### config.mk
export PLATFORM = sky130hd
export DESIGN_NAME = hsync_line_tracker
export DESIGN_NICKNAME = d
export VERILOG_FILES = /design/src/rtl/video_timing_pkg.sv /design/src/rtl/edge_sampler.sv /design/src/rtl/hsync_line_tracker.sv
export SDC_FILE = /design/constraint.sdc
export NUM_CORES = 1
export LEC_CHECK = 0
export CORE_MARGIN = 1.5
export CORE_UTILIZATION = 50
export CTS_CLUSTER_DIAMETER = 60
export DETAILED_ROUTE_END_ITERATION = 8
export PLACE_DENSITY_LB_ADDON = 0.3
export SLEW_MARGIN = 20
export SYNTH_ARGS = -nofsm -noshare
export SYNTH_HDL_FRONTEND = slang
export SYNTH_SLANG_ARGS = --single-unit
export TNS_END_PERCENT = 50
### constraint.sdc
create_clock -name clk -period 7.4 [get_ports clk]
set_clock_uncertainty 0.05 [all_clocks]
set_input_delay 1.11 -clock clk [delete_from_list [all_inputs] [get_ports clk]]
set_output_delay 1.11 -clock clk [all_outputs]
set_load 0.05 [all_outputs]
### src/rtl/video_timing_pkg.sv
// Shared horizontal timing definitions for the sync tracker and its generator.
package video_timing_pkg;

  typedef enum logic [1:0] {
    IDLE    = 2'd0,
    MEASURE = 2'd1,
    LOCKED  = 2'd2
  } ht_state_t;

  // Default line shape produced by the matching timing generator.
  localparam int DEF_LINE = 384;
  localparam int DEF_SYNC = 32;

endpackage

### src/rtl/edge_sampler.sv
// Tick-gated sample register with falling/rising edge detect on a sync input.
// The edge strobes are only asserted on enabled ticks, so they can be used
// directly as "this tick saw an edge" qualifiers. Reusable for vertical sync.
module edge_sampler #(
  parameter logic INIT = 1'b1
) (
  input  logic clk,
  input  logic reset,
  input  logic ce,
  input  logic din,
  output logic fe,
  output logic re
);

  logic q;

  // Hold the previous tick's sample; idle level after reset is high.
  always_ff @(posedge clk) begin
    if (reset)   q <= INIT;
    else if (ce) q <= din;
  end

  assign fe = ce &  q & ~din;
  assign re = ce & ~q &  din;

endmodule

### src/rtl/hsync_line_tracker.sv
// Horizontal sync tracker: measures line period and sync width, locks after a
// run of consistent lines and regenerates a free-running hpos aligned to sync.
module hsync_line_tracker
  import video_timing_pkg::*;
#(
  parameter int HW         = 10,
  parameter int MIN_LINE   = 256,
  parameter int MAX_LINE   = 1000,
  parameter int TOL        = 2,
  parameter int LOCK_LINES = 4,
  parameter int MISS_MAX   = 2
) (
  input  logic          clk,
  input  logic          reset,
  input  logic          ce,
  input  logic          hsync_n,
  output logic [HW-1:0] hpos,
  output logic [HW-1:0] line_len,
  output logic [HW-1:0] sync_width,
  output logic          locked,
  output logic          line_start,
  output logic          sync_err
);

  localparam int MW = $clog2(LOCK_LINES + 1);
  localparam int XW = $clog2(MISS_MAX + 1);
  localparam logic [HW-1:0] CNT_MAX   = '1;
  localparam logic [HW-1:0] MIN_W     = HW'(MIN_LINE);
  localparam logic [HW-1:0] MAX_W     = HW'(MAX_LINE);
  localparam logic [HW:0]   TOL_W     = (HW+1)'(TOL);
  localparam logic [MW-1:0] MATCH_TOP = MW'(LOCK_LINES - 1);
  localparam logic [XW-1:0] MISS_TOP  = XW'(MISS_MAX);

  ht_state_t     state;
  logic          fe, re;
  logic [HW-1:0] per_cnt, wid_cnt, ref_len, hpos_inc;
  logic [MW-1:0] match_cnt;
  logic [XW-1:0] miss_cnt;
  logic          period_ok, resync_ok, timeout, wrap;

  // |a - b| evaluated one bit wider so the subtraction cannot wrap.
  function automatic logic [HW:0] absdiff(input logic [HW-1:0] a, input logic [HW-1:0] b);
    logic [HW:0] d;
    d = {1'b0, a} - {1'b0, b};
    return d[HW] ? (~d + (HW+1)'(1)) : d;
  endfunction

  edge_sampler #(.INIT(1'b1)) u_edge (
    .clk   (clk),
    .reset (reset),
    .ce    (ce),
    .din   (hsync_n),
    .fe    (fe),
    .re    (re)
  );

  assign period_ok = (per_cnt >= MIN_W) && (per_cnt <= MAX_W) &&
                     (absdiff(per_cnt, ref_len) <= TOL_W);
  assign resync_ok = absdiff(per_cnt, line_len) <= TOL_W;
  assign timeout   = per_cnt > MAX_W;
  assign wrap      = hpos == (line_len - 1'b1);
  assign hpos_inc  = wrap ? '0 : hpos + 1'b1;
  assign locked    = state == LOCKED;

  // Period counter (saturating, reloads on sync fall) and low-pulse width.
  always_ff @(posedge clk) begin
    if (reset) begin
      per_cnt    <= '0;
      wid_cnt    <= '0;
      sync_width <= '0;
    end else if (ce) begin
      if (fe)                      per_cnt <= HW'(1);
      else if (per_cnt != CNT_MAX) per_cnt <= per_cnt + 1'b1;

      if (fe) begin
        wid_cnt <= HW'(1);
      end else if (re) begin
        wid_cnt    <= '0;
        sync_width <= wid_cnt;
      end else if (!hsync_n && wid_cnt != CNT_MAX) begin
        wid_cnt <= wid_cnt + 1'b1;
      end
    end
  end

  // Lock FSM and regenerated position; pulses are cleared every clk so they
  // stay one clk wide even when ce is sparse.
  always_ff @(posedge clk) begin
    if (reset) begin
      state      <= IDLE;
      match_cnt  <= '0;
      miss_cnt   <= '0;
      ref_len    <= '0;
      hpos       <= '0;
      line_len   <= '0;
      line_start <= 1'b0;
      sync_err   <= 1'b0;
    end else begin
      line_start <= 1'b0;
      sync_err   <= 1'b0;
      if (ce) begin
        if (timeout && !fe) begin
          // Sync vanished: silent drop to IDLE, no error pulse, no line_start.
          state     <= IDLE;
          match_cnt <= '0;
          miss_cnt  <= '0;
          hpos      <= '0;
        end else begin
          unique case (state)
            IDLE: begin
              hpos <= '0;
              if (fe) begin
                state     <= MEASURE;
                match_cnt <= '0;
              end
            end
            MEASURE: begin
              hpos <= '0;
              if (fe) begin
                ref_len <= per_cnt;
                if (!period_ok) begin
                  match_cnt <= '0;
                end else if (match_cnt + 1'b1 >= MATCH_TOP) begin
                  match_cnt  <= '0;
                  miss_cnt   <= '0;
                  line_len   <= per_cnt;
                  line_start <= 1'b1;
                  state      <= LOCKED;
                end else begin
                  match_cnt <= match_cnt + 1'b1;
                end
              end
            end
            LOCKED: begin
              if (fe && resync_ok) begin
                hpos       <= '0;
                line_start <= 1'b1;
                miss_cnt   <= '0;
              end else if (fe && (miss_cnt + 1'b1 >= MISS_TOP)) begin
                // Too many bad edges: fall back and re-measure from this edge.
                sync_err  <= 1'b1;
                state     <= MEASURE;
                match_cnt <= '0;
                miss_cnt  <= '0;
                ref_len   <= per_cnt;
                hpos      <= '0;
              end else begin
                if (fe) begin
                  sync_err <= 1'b1;
                  miss_cnt <= miss_cnt + 1'b1;
                end
                hpos       <= hpos_inc;
                line_start <= wrap;
              end
            end
            default: state <= IDLE;
          endcase
        end
      end
    end
  end

endmodule
==> results.ini <==
[outcome]
outcome=finished, final reports clean

[worst_setup_path]
reg2reg_to=hpos[7]
r2r_slack_ns=3.24
cp-start-kind=flip-flop
worstPathRequired_ns=7.60
crit_type=flip-flop to flip-flop
reg2reg_from=per_cnt[4]
cp.arrival_ns=4.37
crit_fanout=12
reg2regPathDepth=11
endpoint_kind=flip-flop

[clock_network]
post_cts_resized=0
numCtsBuffers=9
root_buffer=clkbuf_8
clk-insertion-delay-late_ns=0.36
cts.path.max_buffers=2
numClockSinks=70
cts.htree.levels=3
post_cts_buffers=0
path_clk_slew_ns=0.09
ctsHoldBuffers=0
cts_tree=built

[min_path]
min-delay-start=sync_width[6]
holdCritPathClass=flip-flop to flip-flop
whs_path_depth=2
min_to=sync_width[6]

[placement]
placed_area_sq_um=5700
routabilityCongestion=0.890
io_buffers=36
dp_hpwl_mm=9.75

[drt]
drt-pass1-iter-count=5
vias=4971
drtAntennaViolNets=0
viasPerCell=5.95
drtIter0Drc=221
wl_mm=13.0
drc=0
wl_per_cell_um=15.5

[timing]
finalSetupTns_ns=0
final_max_slew_viol_count=0
finalCritPeriodShare_pct=56.3
worst_slew_pin_slew_ns=0.696
holdWs_ns=0.405
slew_headroom_pct=53.6
setup_viol=0
period_needed_ns=4.16
grt_setup_unrepaired=false
finalHoldViolations=0
max_freq_mhz=240

[synth]
async_flop_share_pct=0
synthDistinctLibCells=84
ys_seq_area_share_pct=26.3
postSynthCellCount=674
avgSynthCellArea_sq_um=7.90
synthFlopType=dfxtp_1
ys_ff_latch=70
syn_nets=712
ys_warn_count=0
synth_area_sq_um=5320
synth_edf_count=0

[die]
die-area_sq_um=11300
io_pins=37
initial_core_util_pct=51.6
die_w_um=106
core_sq_um=10300
num_rows=37
die_h_um=106

[finish]
drive_gt1_share_pct=6.14
area_delta_synth_final_pct=11.4
fin_nets=733
final_util_pct=57.4
diodes=0
stdcell_area_sq_um=5930
final_cell_mix=71 x nor2_1, 70 x dfxtp_1, 63 x nand2_1
final_common_cell=nor2_1

[power_and_ir_drop]
leakage_nw=2.37
peakVddDrop_mv=0.128
power_density_nw_per_um2=143
power_uw=846

[flow_run]
max_cap_viol_count=0

[global_route]
antenna_found_initial=0
grt_use_total_pct=23.7
grt_start_max_net_pins=45
grt_pass1_vias=4657
overflow=0
grt_pass1_wl_mm=21.7

[power by group]
group          leakage (nW)  internal [mW]  switching [mW]  total, mW
Combinational          1.70         0.0386          0.0621      0.101
Clock                 0.111          0.194           0.166      0.361
Sequential            0.565          0.379         0.00484      0.384
[sequential cells by signal, indices dropped and copies added, names as in the netlist]
signal      count
line_len       10
ref_len        10
line_start      1
state           2
wid_cnt        10
match_cnt       3
u_edge.q        1
hpos           10
sync_width     10
per_cnt        10
miss_cnt        2
sync_err        1
[per-stage QoR]
stage | instances | worst slack, ns
floorplan | 674 | 3.67
global placement | 820 | 3.29
detailed placement | 820 | 3.09
CTS | 836 | 3.30
global route | 836 | 2.92
finish | 836 | 3.24
[kinds of logic (layout without fill, tap and decap cells)]
logic type	Yosys count	in the layout	share of synthesized area [%]
compound gates	158	158	20.8
xor+xnor	49	49	8.20
fa+ha+maj	34	34	8.27
simple gates	262	262	24.5
mux	31	31	5.88
buf+inv	70	96	6.06
flops	70	70	26.3
[synthesized netlist by cell type, drive strengths merged, types with 3 or more instances]
cell type | count | share of area [%]
nor2 | 71 | 5.0
dfxtp | 70 | 26
nand2 | 63 | 4.4
a21oi | 41 | 3.9
inv | 41 | 2.9
nand3 | 36 | 3.4
o21ai | 35 | 3.3
ha | 32 | 7.5
mux2i | 29 | 5.5
xor2 | 25 | 4.1
xnor2 | 24 | 4.1
clkbuf | 19 | 1.7
nor3 | 18 | 1.7
and3 | 16 | 1.9
nand4 | 11 | 1.3
buf | 9 | 1.4
o211ai | 8 | 1.1
nor4 | 7 | 1.1
a21o | 6 | 0.87
or4 | 6 | 0.85
a211oi | 5 | 0.80
a22o | 5 | 0.82
a31oi | 5 | 0.59
nand2b | 5 | 0.59
nor2b | 5 | 0.59
o21a | 5 | 0.71
o31ai | 5 | 0.96
a221o | 4 | 0.75
nor3b | 4 | 0.56
o22ai | 4 | 0.59
or3 | 4 | 0.56
a21boi | 3 | 0.49
a41oi | 3 | 0.49
and2 | 3 | 0.40
and4 | 3 | 0.54
o221a | 3 | 0.63
[per-layer routing]
metal	share of wire (%)	wire length, um	track usage (%)
met5	0	0	0
met4	2.3	300	9.94
met3	4.0	520	2.76
met2	47	6120	39.8
met1	46	6010	30.9
[how the worst max path moves through the flow]
stage | from | to | slack (ns) | cells past startpoint
finish | per_cnt[4] | hpos[7] | 3.24 | 11
global route | per_cnt[4] | hpos[6] | 2.92 | 11
CTS | per_cnt[4] | hpos[7] | 3.30 | 11
detailed placement | ce | hpos[7] | 3.09 | 8
global placement | ce | hpos[6] | 3.29 | 8
floorplan | line_len[0] | hpos[5] | 3.67 | 14
[critical path: stages, from the launching register on]
cell and delay (ns):
dfxtp_1 0.55, ha_1 0.44, a21oi_1 0.39, o21ai_0 0.21, a311oi_2 0.55, and4_1 0.29
a41oi_1 0.13, o21ai_1 0.23, nand4_1 0.30, and4b_1 0.42, and3_1 0.23, a221o_1 0.25
[area by class of cell]
type                    count  area (sq um)
flip-flops and latches     70          1400
well taps                 136           170
multi-input cells         534          3600
clock inverters             7           103
repair buffers             38           375
inverters                  42           158
fillers                   975          4390
clock buffers               9           124
Power figures use the tool's default switching activity.
==> variant 1: new RTL, config.mk and constraints unchanged <==
Change the parameter `LOCK_LINES` from 4 to 16.
--- a/src/rtl/hsync_line_tracker.sv
+++ b/src/rtl/hsync_line_tracker.sv
@@ -8,5 +8,5 @@
   parameter int MAX_LINE   = 1000,
   parameter int TOL        = 2,
-  parameter int LOCK_LINES = 4,
+  parameter int LOCK_LINES = 16,
   parameter int MISS_MAX   = 2
 ) (
Check against the original RTL: no difference found for any inputs over 4 cycles, from zero or initial values and one cycle with reset high; that may be too few to reach the edited logic, so the function may still have changed.
==> variant 1 against the original RTL <==
  * Synthesized cell count shrank 3.6%
  * Setup slack lost 0.14 ns
  * Final area shrank 3.8%
  * Global-route usage shrank 0.68 points
  * Sequential cell count grew 2
  * Synthesized area shrank 3.8%
  * Power shrank 10%
  * Via count shrank 5.8%
  * Count of clock-buffer cells in the layout grew 3
  * Wire length shrank 4.4%
  * Critical path depth grew 3
  * First-iteration DRC count grew 24%
  * Clock power shrank 26%
  * Critical path type unchanged
==> variant 1: results <==
{
  "htree_levels": 3,
  "synth_fa_ha_area_share_pct": 8.60,
  "r2r_cells": 14,
  "drtIter0Drc": 273,
  "critical_path_peak_fanout": 12,
  "hold_path.startpoint": "sync_width[2]$_SDFFE_PP0P_",
  "place.detailed.hpwl_microns": 9200,
  "drt_pre_antenna_iters": 4,
  "status": "completed",
  "path_clk_slew_ns": 0.07,
  "synthTopCellsByCount": "nand2_1 (77), dfxtp_1 (72), nor2_1 (60), a21oi_1 (43), inv_1 (39)",
  "worstSkewPairLatency_ns": 0.35,
  "synth_top_cells_by_area": "dfxtp_1 (28%), ha_1 (7.8%), nand2_1 (5.6%)",
  "reg2reg_slack_ns": 3.09,
  "leakage_nw": 2.10,
  "grt_max_degree": 42,
  "synth_fp_nets": 688,
  "synth_warnings": 0,
  "wl_per_cell_microns": 15.3,
  "cts_resized": 0,
  "synth_compound_area_share_pct": 18.0,
  "slew_headroom_pct": 32.1,
  "synthArstFlopShare_pct": 0,
  "seq_area_frac_synth_pct": 28.2,
  "gr-usage-all-layers_pct": 23.1,
  "place_congestion": 0.941,
  "drive_gt1_share_pct": 4.42,
  "setup_viol": 0,
  "arrival_ns": 4.54,
  "max-vdd-ir-drop_mv": 0.133,
  "crit_path_start": "per_cnt[0]$_SDFFE_PP0P_",
  "antenna_found_initial": 0,
  "ys.flop_type": "dfxtp_1",
  "hold_path_depth": 2,
  "hp-class": "reg2reg",
  "nFillCells": 872,
  "layout.nets": 711,
  "cts_buffers": 9,
  "r2r-end": "miss_cnt[0]$_SDFFE_PP0P_",
  "synth.distinct_cells": 69,
  "synth-xor-area-share_pct": 10.0,
  "grt_pass1_wl_microns": 20700,
  "synth_mux_area_share_pct": 5.08,
  "first_global_vias": 4460,
  "regArea_sq_um": 1440,
  "hold_path_end": "sync_width[2]$_SDFFE_PP0P_",
  "viasPerCell": 5.78
}
-- variant 1: changes by cell type in the layout (fill, tap and decap cells not counted), moves of 5 or more --
cell and delta:
a211oi_1 +5, nor2_1 -11, or4_1 -5, nand4_1 +5, nand2b_1 +5, nand2_1 +14, nand3_1 -16, a22o_1 -5
o21ai_0 -15
-- variant 1: worst max-delay path: stages, from the launching register on --
cell and delay [ns]:
dfxtp_1 0.38, inv_1 0.12, ha_1 0.19, inv_1 0.07
fa_1 0.46, a211oi_1 0.33, nor2_1 0.13, xnor2_2 0.24
nand4_1 0.16, xnor2_1 0.20, a22oi_1 0.11, or4_4 0.59
nor4_4 0.77, nand2b_1 0.24, mux2i_1 0.19
-- variant 1: worst max-delay path by stage --
stage	end	slack (ns)	depth (start not counted)
after detailed placement	ref_len[2]$_SDFFE_PP0P_	2.88	14
after global placement	hpos[5]$_SDFFE_PP0P_	3.03	7
after floorplan	ref_len[0]$_SDFFE_PP0P_	3.57	15
final	miss_cnt[0]$_SDFFE_PP0P_	3.09	14
after global routing	miss_cnt[0]$_SDFFE_PP0P_	2.78	14
after CTS	ref_len[2]$_SDFFE_PP0P_	2.88	14
-- variant 1: area by class of cell --
type                       instances  share of cell area, %
inverter                          42                   2.76
clock inverter                     4                  0.351
tap                              133                   2.92
clock buffer                      12                   2.54
multi-input combinational        511                   59.7
sequential                        72                   25.3
timing repair buffer              37                   6.45
-- variant 1: routing by layer --
layer / track usage, % / wire length, microns / up-vias
met3: 2.51 / 374 / 22
met4: 9.92 / 272 / 0
li1: - / - / 2338
met2: 38.5 / 5830 / 92
met1: 30.2 / 5900 / 2233
met5: 0 / 0 / -
-- variant 1: cells by family (layout without fill, tap and decap cells) --
family	count (synthesis)	count (layout)
compound gates	137	137
mux	26	26
buf+inv	67	95
simple gates	257	257
xor+xnor	57	57
flops	72	72
fa+ha+maj	34	34
-- variant 1: per-stage QoR --
stage / setup WS, ns / hold slack, ns / utilization [%] / instances / instance area (sq um)
2_1_floorplan: 3.57 / 0.378 / - / 650 / 5120
3_3_place_gp: 3.03 / 0.385 / 56.1 / 795 / 5540
3_5_place_dp: 2.88 / 0.396 / 56.1 / 795 / 5540
4_1_cts: 2.88 / 0.406 / 57.8 / 811 / 5700
5_1_grt: 2.78 / 0.429 / 57.8 / 811 / 5700
6_report: 3.09 / 0.406 / 57.8 / 811 / 5700
-- variant 1: power breakdown --
part / leakage [nW] / internal [mW] / switching, mW / total [mW]
Sequential: 0.581 / 0.390 / 0.00598 / 0.396
Clock: 0.0899 / 0.129 / 0.139 / 0.268
Combinational: 1.43 / 0.0348 / 0.0587 / 0.0934
Total: 2.10 / 0.554 / 0.204 / 0.758
==> variant 2: new RTL, same settings <==
Made on the original files. Register the inputs `ce` and `hsync_n` before use, cleared by the reset. The logic sees them one clock later.
--- a/src/rtl/hsync_line_tracker.sv
+++ b/src/rtl/hsync_line_tracker.sv
@@ -32,4 +32,17 @@
   localparam logic [XW-1:0] MISS_TOP  = XW'(MISS_MAX);
 
+  logic ce_q;
+  logic hsync_n_q;
+
+  always_ff @(posedge clk) begin
+    if (reset) begin
+      ce_q      <= '0;
+      hsync_n_q <= '0;
+    end else begin
+      ce_q      <= ce;
+      hsync_n_q <= hsync_n;
+    end
+  end
+
   ht_state_t     state;
   logic          fe, re;
@@ -49,6 +62,6 @@
     .clk   (clk),
     .reset (reset),
-    .ce    (ce),
-    .din   (hsync_n),
+    .ce    (ce_q),
+    .din   (hsync_n_q),
     .fe    (fe),
     .re    (re)
@@ -69,5 +82,5 @@
       wid_cnt    <= '0;
       sync_width <= '0;
-    end else if (ce) begin
+    end else if (ce_q) begin
       if (fe)                      per_cnt <= HW'(1);
       else if (per_cnt != CNT_MAX) per_cnt <= per_cnt + 1'b1;
@@ -78,5 +91,5 @@
         wid_cnt    <= '0;
         sync_width <= wid_cnt;
-      end else if (!hsync_n && wid_cnt != CNT_MAX) begin
+      end else if (!hsync_n_q && wid_cnt != CNT_MAX) begin
         wid_cnt <= wid_cnt + 1'b1;
       end
@@ -99,5 +112,5 @@
       line_start <= 1'b0;
       sync_err   <= 1'b0;
-      if (ce) begin
+      if (ce_q) begin
         if (timeout && !fe) begin
           // Sync vanished: silent drop to IDLE, no error pulse, no line_start.
Check against the original RTL: not equivalent (Yosys sat finds a counterexample within 4 cycles, from zero or initial values and one cycle with reset high).
==> variant 2 against the original RTL <==
  * Setup slack lost 0.033 ns
  * Fmax shrank 0.79%
  * Worst hold slack is essentially flat
  * Final area grew 1.8%
  * Sequential cell count grew 2
  * Wire length grew 0.66%
  * Synthesized area grew 1.8%
  * Power shrank 7.2%
  * Non-clock buffer count shrank 1
  * Largest cell class unchanged
==> variant 2: results <==
{
  "drtIter0Drc": 224,
  "first_global_vias": 4662,
  "use_met3_pct": 4.44,
  "grt_util_met2_pct": 40.3,
  "p_sw_mw": 0.209,
  "multi_input_area_sq_um": 3730,
  "max_stage_delay_ns": 0.58,
  "slowest_stage": "a2111oi_4",
  "buffers_excl_clock": 37,
  "preCtsSetupSlack_ns": 2.92,
  "nNonClkInverters": 36,
  "gr-usage-met1_pct": 30.1,
  "drive_gt1_share_pct": 6.41,
  "gr-usage-all-layers_pct": 23.5,
  "buf_share_pct": 6.01,
  "fin_cells": 838,
  "place_congestion": 0.908,
  "synth_fp_nets": 715,
  "synth_top_cells_by_area": "dfxtp_1 (27%), ha_1 (7.4%), xor2_1 (4.8%)",
  "place_inst": 822,
  "place.detailed.hpwl_microns": 9550,
  "wl_met3_microns": 586,
  "leakage_nw": 2.27,
  "max-vdd-ir-drop_mv": 0.131,
  "multi_input_cells": 541,
  "status": "completed",
  "grt_max_degree": 70,
  "clock_area_share_pct": 3.38,
  "wl_met2_microns": 6310,
  "seq_area_frac_synth_pct": 26.6,
  "worst_pin_slew_ns": 0.769,
  "critical_path_peak_fanout": 7,
  "synth.distinct_cells": 81,
  "layout.nets": 735,
  "reg2reg_slack_ns": 3.20
}
## variant 2: changes by cell type in the layout (fill, tap and decap cells not counted), moves of 6 or more
cell / before / now
nand3b_1: 2 / 10
nor3_1: 18 / 26
nand2b_1: 5 / 30
o21ai_0: 33 / 27
inv_1: 41 / 35
nand3_1: 36 / 17
## variant 2: per-stage QoR
stage	util, %	hold WS (ns)	cell area [sq um]	total power [mW]
after floorplan	-	0.375	5420	0.457
after global placement	56.0	0.384	5830	0.471
after detailed placement	56.0	0.397	5830	0.472
after CTS	57.9	0.409	6030	0.791
after global routing	58.0	0.431	6040	0.814
final	58.0	0.405	6040	0.785
## variant 2: cell families (layout without fill, tap and decap cells)
logic type	count (synthesis)	in the layout	synth area share (%)
compound gates	141	141	18.7
xor+xnor	52	52	8.40
fa+ha+maj	34	34	8.13
buf+inv	64	89	4.76
flops	72	72	26.6
mux	28	28	5.47
simple gates	286	286	27.9
## variant 2: worst paths after layout
path / depth (start not counted) / startpoint / end
min: 2 / sync_width[1]$_SDFFE_PP0P_ / sync_width[1]$_SDFFE_PP0P_
max: 13 / line_len[0]$_SDFFE_PP0P_ / state[0]$_SDFFE_PP0P_
max reg2reg: 13 / line_len[0]$_SDFFE_PP0P_ / state[0]$_SDFFE_PP0P_
min reg2reg: 2 / sync_width[1]$_SDFFE_PP0P_ / sync_width[1]$_SDFFE_PP0P_
## variant 2: power by group through the flow
stage               clock, mW  combinational (mW)  sequential (mW)
floorplan                   0              0.0529            0.404
finish                  0.320              0.0702            0.394
global route            0.342              0.0777            0.395
global placement            0              0.0681            0.403
CTS                     0.328              0.0694            0.394
detailed placement          0              0.0689            0.403
## variant 2: tightest hold or removal path: stages, from the launching register on
cell     delay (ns)
dfxtp_1        0.31
nand2_1        0.05
a21oi_1        0.05
